File: src/rtl/icache.sv
// Direct-mapped, one-word-per-set instruction cache with a two-state miss FSM.
// A miss latches the word address and holds iREN until memory returns the fill word.
module icache #(
   parameter int unsigned SETS = 16
) (
   input  logic        CLK,
   input  logic        nRST,
   input  logic        imemREN,
   input  logic [31:0] imemaddr,
   output logic        ihit,
   output logic [31:0] imemload,
   output logic        iREN,
   output logic [31:0] iaddr,
   input  logic        iwait,
   input  logic [31:0] iload,
   output logic [15:0] miss_count
);

   localparam int unsigned IDX_W = $clog2(SETS);
   localparam int unsigned TAG_W = 30 - IDX_W;

   typedef enum logic {
      IDLE  = 1'b0,
      FETCH = 1'b1
   } state_t;

   state_t                   state, next_state;
   logic [SETS-1:0]          valid;
   logic [TAG_W-1:0]         tag_arr  [SETS];
   logic [31:0]              data_arr [SETS];
   logic [29:0]              miss_word;
   logic [15:0]              miss_cnt;

   logic [IDX_W-1:0]         req_idx;
   logic [TAG_W-1:0]         req_tag;
   logic [IDX_W-1:0]         miss_idx;
   logic [TAG_W-1:0]         miss_tag;
   logic                     hit_c;
   logic                     latch_miss;
   logic                     fill;
   logic                     unused_offset;

   assign req_idx       = imemaddr[IDX_W+1:2];
   assign req_tag       = imemaddr[31:IDX_W+2];
   assign miss_idx      = miss_word[IDX_W-1:0];
   assign miss_tag      = miss_word[29:IDX_W];
   assign unused_offset = ^imemaddr[1:0];
   assign hit_c         = imemREN && valid[req_idx] && (tag_arr[req_idx] == req_tag);
   assign miss_count    = miss_cnt;

   // State register, valid bits, miss address and fill counter
   always_ff @(posedge CLK) begin
      if (!nRST) begin
         state     <= IDLE;
         valid     <= '0;
         miss_word <= '0;
         miss_cnt  <= '0;
      end else begin
         state <= next_state;
         if (latch_miss) miss_word <= imemaddr[31:2];
         if (fill) begin
            valid[miss_idx] <= 1'b1;
            if (miss_cnt != 16'hFFFF) miss_cnt <= miss_cnt + 16'd1;
         end
      end
   end

   // Tag and data storage need no reset; valid gates every read
   always_ff @(posedge CLK) begin
      if (fill) begin
         tag_arr[miss_idx]  <= miss_tag;
         data_arr[miss_idx] <= iload;
      end
   end

   // Next state and outputs; everything is forced quiet while reset is low
   always_comb begin
      next_state = state;
      ihit       = 1'b0;
      imemload   = 32'h0;
      iREN       = 1'b0;
      iaddr      = 32'h0;
      latch_miss = 1'b0;
      fill       = 1'b0;
      if (nRST) begin
         case (state)
            IDLE: begin
               if (hit_c) begin
                  ihit     = 1'b1;
                  imemload = data_arr[req_idx];
               end else if (imemREN) begin
                  latch_miss = 1'b1;
                  next_state = FETCH;
               end
            end
            FETCH: begin
               iREN  = 1'b1;
               iaddr = {miss_word, 2'b00};
               if (!iwait) begin
                  fill       = 1'b1;
                  next_state = IDLE;
               end
            end
            default: next_state = IDLE;
         endcase
      end
   end

endmodule
File: config.mk
export PLATFORM = sky130hd
export DESIGN_NAME = icache
export DESIGN_NICKNAME = d
export VERILOG_FILES = /design/src/rtl/icache.sv
export SDC_FILE = /design/constraint.sdc
export NUM_CORES = 1
export LEC_CHECK = 0
export CELL_PAD_IN_SITES_DETAIL_PLACEMENT = 1
export CELL_PAD_IN_SITES_GLOBAL_PLACEMENT = 2
export CORE_MARGIN = 1
export CORE_UTILIZATION = 48
export DETAILED_ROUTE_END_ITERATION = 16
export HOLD_SLACK_MARGIN = 0.12
export PLACE_DENSITY = 0.85
export SLEW_MARGIN = 40
export SYNTH_ARGS = -nofsm -noshare
export SYNTH_HDL_FRONTEND = slang
export SYNTH_SLANG_ARGS = --single-unit
File: constraint.sdc
create_clock -name CLK -period 8.32 [get_ports CLK]
set_clock_uncertainty 0.2 [all_clocks]
set_input_delay 0.832 -clock CLK [delete_from_list [all_inputs] [get_ports CLK]]
set_output_delay 0.832 -clock CLK [all_outputs]
set_load 0.02 [all_outputs]
Yosys cells after proc, flatten, opt, wreduce, memory -nomap -nowiden:

Memory sizes are Yosys's and may differ from the RTL's.
Index checks and enable logic that the tools add are counted.

* output and inout bits: 82
* memory bits (writable): 928
* register bits after elaboration: 63
* word-level logic and storage cells: 43
* input bits: 68
* memories kept: 2

* muxes and demuxes: 25
* eq/ne operators: 2
* add/sub/neg operators: 1
* magnitude comparators: 3
* bitwise gates (word level): 2
* reduce and logical (&&, ||, !) cells: 4

Memories
* data_arr: words 16, width 32, rd ports 1, clocked after Yosys merged registers in 0, write ports 1, line 30 `logic [31:0] data_arr [SETS];`
* tag_arr: words 16, width 26, rd ports 1, clocked after Yosys merged registers in 0, write ports 1, line 29 `logic [TAG_W-1:0] tag_arr [SETS];`

Operators by type and width (number)
* $mux 32: 5
* $eq 26x26->1: 1
* $mux 1: 17
* $add 16x1->16 const B: 1
* $ne 16x16->1 const B: 1
* $or 16x16->16: 1
* $lt 4x5->1 const B: 2
* $bmux 1 s4: 1
* $demux 1 s4: 1
* $ge 4x1->1 const B: 1
* $logic_and 1x1->1: 3
* $pmux 1 s2: 1
* $reduce_and 2->1: 1
* $not 1->1: 1

Longest topological paths before layout:

Gate-level depths: netlist of run 1.

* depth in word-level cells: 7
* depth in mapped cells: 14
* depth with buffers taken out: 9

Worst setup path before layout of run 1:

OpenSTA, ideal clock, no wires.

* path kind: input port to flip-flop
* start point: in nRST
* end point: mem data_arr[11][0] (enable)
* arrival: 5.888 ns
* setup slack: 1.672 ns
* buffers on the path: 0
* stages on the path: 4
* cells stage by stage: and2_1 nor2b_1 nand3_1 nor3b_1

* cells in the longest elaborated chain, start to end: 3

RTL lines
* start: declaration: line 7 `input logic nRST,`
* $mux 1: line 85 `if (nRST) begin`
* $mux 1: line 70 `if (fill) begin`
* $mux 1 (not written as such): line 72 `data_arr[miss_idx] <= iload;`
* end: declaration: line 30

Every way passes these cells.

Worst setup path after layout of run 1:

* start point: in imemaddr[3]
* end point: out imemload[11]

* cells in the longest elaborated chain, start to end: 7

RTL lines
* start: declaration: line 9 `input logic [31:0] imemaddr,`
* parallel branches: the longest is 4 deep, another holds $mem_v2 16x26
* $mux 32 *: line 88 `if (hit_c) begin`
* $mux 32 *: line 86 `case (state)`
* $mux 32 *: line 85
* end: declaration: line 11 `output logic [31:0] imemload,`

Mark *: on every way between the ends. The select of a mux whose other input is x is not followed.

==> results of run 1 <==
## where the power goes
| group | internal (µW) | switching (µW) | leakage, µW |
|---|---|---|---|
| Sequential | 5490 | 63.8 | 0.00914 |
| Clock | 2790 | 1910 | 0.00166 |
| Combinational | 215 | 272 | 0.00411 |
## final cells by class
type                            count  share of cell area
Clock buffer                      127              0.0582
Tap cell                         1060              0.0292
Inverter                            7            0.000661
Multi-Input combinational cell    786               0.209
Sequential cell                   991               0.641
Clock inverter                     59              0.0173
Timing Repair Buffer              202              0.0448
## through the flow
step | cell area, µm² | power (µW) | hold slack, ns | util
after floorplan | 39100 | 5940 | 0.235 | -
after global placement | 41800 | 6110 | 0.241 | 0.519
after detailed placement | 41900 | 6150 | 0.257 | 0.520
after CTS | 45400 | 10800 | 0.271 | 0.563
after global routing | 45400 | 11000 | 0.276 | 0.564
final | 45400 | 10700 | 0.270 | 0.564
## final timing paths
kind	to	cells past startpoint	slack, ns
worst min register to register	valid[14]$_SDFFE_PN0P_	1	0.27
worst min-delay path	valid[14]$_SDFFE_PN0P_	1	0.27
worst max register to register	state$_SDFF_PN0_	9	4.60
worst max-delay path	imemload[11]	12	1.63
## sequential cells by signal, summed over array words and instances, names as in the netlist
signal	count
data_arr	512
state	1
miss_count	16
tag_arr	416
valid	16
miss_word	30
## cells in the final DEF (no fill, tap or decap), types with 6 or more instances in the layout
cell type,instances
edfxtp_1,928
mux4_2,255
clkdlybuf4s50_1,140
clkbuf_16,101
dfxtp_1,63
and3_1,62
mux2i_1,53
and2_1,43
buf_4,43
nand2_1,42
o21ai_0,41
nor2_1,39
a21oi_1,31
o311ai_1,31
xor2_1,29
xnor2_1,26
clkbuf_1,24
clkinv_1,20
o21a_1,17
bufinv_16,17
clkinv_2,13
nand3_1,12
mux2_2,11
nor2_4,9
nor2b_1,8
or3_1,7
buf_6,6
## worst max-delay path: cells and delay by family
| kind | cells | cell delay [ns] |
|---|---|---|
| mux | 3 | 1.04 |
| buf+inv | 4 | 2.31 |
| xor+xnor | 1 | 0.22 |
| simple gates | 3 | 0.82 |
| compound gates | 1 | 0.34 |
## logic make-up (layout without fill, tap and decap cells)
logic type / Yosys count / after routing / synth area share
xor gates and xnor gates: 55 / 55 / 0.0123
and+or+nand+nor: 254 / 254 / 0.0352
AOI/OAI and AO/OA: 150 / 150 / 0.0253
buffers and inverters: 123 / 395 / 0.0152
DFF: 991 / 991 / 0.745
muxes: 324 / 324 / 0.167
adders and majority gates: 1 / 1 / 0.000320
other: 1 / 2 / 0.0000959
## metal layers
layer	vias up	GRT usage	routed length, µm
li1	8238	-	-
met2	838	0.422	51700
met3	168	0.0432	6510
met4	8	0.0691	2440
met1	10834	0.325	40200
met5	-	0	50
==> results.rst, run 1 <==
.. list-table::
   :header-rows: 1

   * - Metric
     - Value
   * - Setup Slack @ Placement
     - between 1.5 and 2 ns
   * - Worst slew pin tran
     - just under 0.9 ns
   * - Die height
     - 287 µm
   * - Placeable Area
     - between 0.08 and 0.09 mm²
   * - P_leak
     - between 0.01 and 0.015 µW
   * - Final worst-path setup slack
     - approximately 1.6 ns
   * - Number of violations reported at the end of detailed-routing iteration 0
     - 1734
   * - Number of diodes
     - 0
   * - Overall routed net length
     - around 100 mm
   * - Buffers inserted by post-CTS timing repair
     - 0
   * - Number of buffers created by CTS
     - 100
   * - Maximum Capacitance Violations
     - 0
   * - Setup Total Neg Slack
     - 0 ns
   * - Count of final hold-check violations
     - 0
   * - Unrepaired setup endpoints after global routing
     - false
   * - Top cell type's share of synthesized area
     - 0.712
   * - # hold bufs at CTS
     - 0
   * - DIE AREA
     - ~0.083 mm²
   * - Top post-synthesis cells by area
     - edfxtp_1 (71%), mux4_2 (15%), dfxtp_1 (3.2%), mux2i_1 (1.4%), and3_1 (0.99%)
   * - Highest clock rate
     - 0.149 GHz
   * - Clock edge transition at the registers on the reported setup and hold paths
     - about 0.060 ns
   * - Worst ir drop on vdd
     - between 0.15 and 0.2 mV
   * - Final critical path time including I/O delays and setup
     - ~6.7 ns
   * - Area overhead of the layout relative to synthesis
     - 16.2%
   * - Length of the first detailed-routing pass in iterations
     - 5
   * - CTS root buffer
     - clkbuf_16
   * - Global placement routability congestion
     - between 0.7 and 0.8
   * - Antenna violations before repair
     - 9
   * - Ordered list of cells on the worst path
     - buf_4 -> buf_4 -> mux4_2 -> mux2i_1 -> mux2i_1 -> xor2_1 -> a211oi_1 -> and4_1 -> and4_1 -> buf_4 -> and2_1 -> clkdlybuf4s50_1
   * - Area used by sequential logic in the layout
     - 0.0291 mm²
   * - Vias per std cell
     - between 6 and 7
   * - Count of unresolved DRC violations after routing
     - 0
   * - Cell with the most instances after synthesis
     - edfxtp_1
   * - Non-Filler Instances
     - about 3200
   * - Worst-Skew Late Latency
     - 0.67 ns
   * - Outcome
     - completed
   * - Top cell type by total area after synthesis
     - edfxtp_1
   * - Type of element capturing the critical path
     - output port
   * - Beginning of the worst hold path
     - valid[14]$_SDFFE_PN0P_
   * - Yosys cell types
     - 56
   * - Worst-case headroom to the max-slew limit
     - 0.421
   * - Proportion of synthesized chip area in sequential cells
     - 0.745
   * - Final-stage net count
     - around 2200
   * - Reg-to-Reg Start
     - tag_arr[7][8]$_DFFE_PP_
   * - Path class of the lowest-slack min-delay path
     - register to register
   * - Post-CTS resize count
     - 0
   * - Crit path max fanout
     - 40
   * - Data arrival time of the critical path
     - about 5.7 ns
   * - Power density of the placed cells
     - ~240 mW/mm²
   * - Proportion of synthesized flip-flops having asynchronous set or reset
     - 0
   * - Sum of overflow across all layers after global routing
     - 0
   * - Number of fill cells
     - about 6900
   * - WL/cell
     - about 31 µm
   * - Pin count of the biggest net entering global routing
     - 94
   * - Mean area per synthesized cell
     - approximately 21 µm²
   * - TritonCTS clock tree
     - done
   * - Slowest stage cell, crit path
     - buf_4
   * - Crit-path most repeated cell
     - buf_4
   * - Fraction of the cycle the final worst path needs
     - 0.804
   * - HPWL after detailed placement
     - roughly 54 mm
   * - Crit. Startpoint
     - imemaddr[3]
   * - Die outline width
     - ~290 µm
   * - CP startpoint kind
     - input pin
   * - Clk sinks
     - slightly below 1000
   * - Leading register cell type out of synthesis
     - edfxtp_1
   * - Vias post-DR
     - approximately 20000
   * - Quantity of I/O buffers inserted on ports
     - 145
   * - Most common library cells after synthesis
     - edfxtp_1 (928), mux4_2 (255), dfxtp_1 (63), and3_1 (62), clkbuf_1 (57)
   * - Vias in the first global route
     - around 22000
   * - Required time worst endpoint
     - approximately 7.3 ns
   * - Post-synth EDFFs
     - 928
   * - Total area of multi-input combinational cells
     - 0.00950 mm²
   * - Number of instances in the synthesized netlist
     - approximately 1900
   * - Clock buffer depth
     - 3
   * - Fraction of final layout cells with drive strength greater than 1
     - 0.227
   * - Total number of H-tree levels
     - 3
   * - Type of the setup path with the least slack
     - input pin to output port
   * - Starting density of the core
     - 0.486
   * - Final setup vio count
     - 0
   * - Number of synthesized register bits
     - roughly 990
   * - Placed cell count
     - slightly above 3000
   * - Number of routed nets with antenna violations
     - 0
   * - GRT Util Overall
     - 0.247
   * - Yosys warns
     - 0
   * - Cell area after synthesis
     - 0.0391 mm²
   * - Slew Limit Fails
     - 0
   * - I/O pin total
     - 150
   * - Num rows
     - ~100
   * - Wire length of the first global-routing pass
     - approximately 150 mm
   * - Crit path largest cell delay
     - between 0.7 and 0.8 ns
Note: power is estimated with default switching activity, not from simulation.
==> inputs of run 2 (changes only) <==
--- a/config.mk
+++ b/config.mk
@@ -8,10 +8,10 @@
 export CELL_PAD_IN_SITES_DETAIL_PLACEMENT = 1
 export CELL_PAD_IN_SITES_GLOBAL_PLACEMENT = 2
 export CORE_MARGIN = 1
-export CORE_UTILIZATION = 48
+export CORE_UTILIZATION = 43
 export DETAILED_ROUTE_END_ITERATION = 16
 export HOLD_SLACK_MARGIN = 0.12
-export PLACE_DENSITY = 0.85
+export PLACE_DENSITY = 0.81
 export SLEW_MARGIN = 40
 export SYNTH_ARGS = -nofsm -noshare
 export SYNTH_HDL_FRONTEND = slang
==> constraint.sdc (replaced) <==
create_clock -name CLK -period 6.08 [get_ports CLK]
set_clock_uncertainty 0.2 [all_clocks]
set_input_delay 0.608 -clock CLK [delete_from_list [all_inputs] [get_ports CLK]]
set_output_delay 0.608 -clock CLK [all_outputs]
set_load 0.02 [all_outputs]
==> results.rst, run 2 (synthesis results as in run 1) <==
.. list-table::
   :header-rows: 1

   * - Metric
     - Value
   * - Area overhead of the layout relative to synthesis
     - 16.6%
   * - Crit path max fanout
     - 40
   * - Total number of H-tree levels
     - 3
   * - CP startpoint kind
     - input pin
   * - Number of buffer and inverter instances along the worst setup path
     - 5
   * - Clock power share
     - 0.425
   * - Buffers inserted by post-CTS timing repair
     - 0
   * - Commonest cells after routing, fill and taps aside
     - edfxtp_1 (928), mux4_2 (255), clkdlybuf4s50_1 (140)
   * - DIE AREA
     - between 0.09 and 0.1 mm²
   * - Count of final hold-check violations
     - 0
   * - Overall routed net length
     - approximately 100 mm
   * - Slew Limit Fails
     - 0
   * - TritonCTS clock tree
     - done
   * - Crit-path most repeated cell
     - buf_4
   * - Die outline width
     - just over 300 µm
   * - Vias per std cell
     - about 6.0
   * - Post-CTS resize count
     - 0
   * - Setup Total Neg Slack
     - 0 ns
   * - Data arrival time of the critical path
     - around 4.7 ns
   * - Wire length of the first global-routing pass
     - approximately 150 mm
   * - Leading registers by flop count
     - data_arr x512, tag_arr x416, miss_word x30
   * - Final critical path time including I/O delays and setup
     - approximately 5.5 ns
   * - Share of total power consumed by net switching
     - 0.212
   * - Power density of the placed cells
     - between 300 and 400 mW/mm²
   * - Worst ir drop on vdd
     - roughly 0.25 mV
   * - Clock buffer depth
     - 3
   * - Required time worst endpoint
     - around 5.3 ns
   * - Worst slew pin tran
     - around 0.80 ns
   * - Ordered list of cells on the worst path
     - buf_6 -> clkinv_1 -> buf_4 -> o22ai_1 -> xor2_1 -> nor2_1 -> nor4bb_1 -> and4_1 -> buf_4 -> and2_1 -> clkdlybuf4s50_1
   * - Number of flip-flops in the largest register
     - a little over 500
   * - Fraction of final layout cells with drive strength greater than 1
     - 0.224
   * - Number of violations reported at the end of detailed-routing iteration 0
     - about 1900
   * - Worst-case headroom to the max-slew limit
     - 0.463
   * - Switching pwr
     - 3060 µW
   * - HPWL after detailed placement
     - around 54 mm
   * - CTS root buffer
     - clkbuf_16
   * - Global placement routability congestion
     - around 0.74
   * - # hold bufs at CTS
     - 0
   * - Path class of the lowest-slack min-delay path
     - register to register
   * - WL/cell
     - between 20 and 30 µm
   * - Sum of overflow across all layers after global routing
     - 0
   * - Final instance area
     - 0.0456 mm²
   * - Quantity of I/O buffers inserted on ports
     - 145
   * - Maximum Capacitance Violations
     - 0
   * - Die height
     - 304 µm
   * - Type of the setup path with the least slack
     - input pin to output port
   * - Type of element capturing the critical path
     - output port
   * - Core utilization of the finished layout
     - 0.507
   * - P_leak
     - approximately 0.015 µW
   * - Area used by sequential logic in the layout
     - around 0.03 mm²
   * - Combinational share of power
     - 0.046
   * - Design internal power
     - 11300 µW
   * - Count of unresolved DRC violations after routing
     - 0
   * - Most frequent standard cell in the layout excluding fill and tap cells
     - edfxtp_1
   * - Pin count of the biggest net entering global routing
     - a little over 80
   * - Register ranked first by flip-flop count
     - data_arr
   * - Slowest stage cell, crit path
     - clkinv_1
   * - Antenna violations before repair
     - 7
   * - Clk sinks
     - approximately 990
   * - Total design power
     - ~14000 µW
   * - Top cell family by delay on the critical path
     - buffers and inverters
   * - GRT Util Overall
     - 0.216
   * - Starting density of the core
     - 0.435
   * - Number of fill cells
     - a little over 8000
   * - Highest clock rate
     - 0.180 GHz
   * - Area post-placement
     - approximately 0.042 mm²
   * - Length of the first detailed-routing pass in iterations
     - 5
   * - Vias post-DR
     - about 20000
   * - I/O pin total
     - 150
   * - Num rows
     - 110
   * - Outcome
     - completed
   * - Final-stage net count
     - 2156
   * - Vias in the first global route
     - about 22000
   * - Sequential share of power
     - 0.528
   * - Placeable Area
     - approximately 0.09 mm²
   * - Worst-Skew Late Latency
     - 0.67 ns
   * - Crit path largest cell delay
     - ~0.70 ns
   * - Number of routed nets with antenna violations
     - 0
   * - Fraction of the cycle the final worst path needs
     - 0.911
   * - Number of buffers created by CTS
     - 100
   * - Total area of multi-input combinational cells
     - about 0.0095 mm²
   * - Unrepaired setup endpoints after global routing
     - false
   * - Clock edge transition at the registers on the reported setup and hold paths
     - roughly 0.060 ns
   * - Final setup vio count
     - 0
## run 2: per-layer routing
layer  share of wire  vias up  global-route usage
met3           0.069      169              0.0373
met4           0.026        2              0.0676
li1                -     8240                   -
met2            0.49      782               0.355
met1            0.41    10860               0.297
met5         0.00013        -                   0
## run 2: final timing paths
path                             from                    endpoint  slack (ns)  cells after the start
max                       imemaddr[3]                imemload[10]        0.54                     11
min            valid[14]$_SDFFE_PN0P_      valid[14]$_SDFFE_PN0P_        0.27                      1
max reg2reg  tag_arr[8][10]$_DFFE_PP_  miss_word[18]$_SDFFE_PN0P_        2.53                      9
min reg2reg    valid[14]$_SDFFE_PN0P_      valid[14]$_SDFFE_PN0P_        0.27                      1
## run 2: final cells by class
| class | instances | share of cell area |
|---|---|---|
| Sequential cell | 991 | 0.639 |
| Multi-Input combinational cell | 786 | 0.209 |
| Clock buffer | 129 | 0.0582 |
| Timing Repair Buffer | 201 | 0.0482 |
| Tap cell | 1176 | 0.0323 |
| Clock inverter | 59 | 0.0135 |
| Inverter | 7 | 0.000658 |
| Antenna cell | 1 | 0.0000549 |
## run 2: metrics by stage
step / setup WS (ns) / cells / hold slack [ns]
after floorplan: -0.0247 / 1900 / 0.235
after global placement: 0.633 / 3152 / 0.242
after detailed placement: 0.535 / 3160 / 0.254
after CTS: 0.504 / 3348 / 0.268
after global routing: 0.358 / 3350 / 0.280
final: 0.539 / 3350 / 0.266
## run 2: power groups by stage
stage	logic [µW]	registers (µW)	clock network, µW
CTS	674	7610	6240
finish	667	7610	6120
global route	713	7610	6460
detailed placement	667	7750	0
floorplan	422	7710	0
global placement	639	7740	0
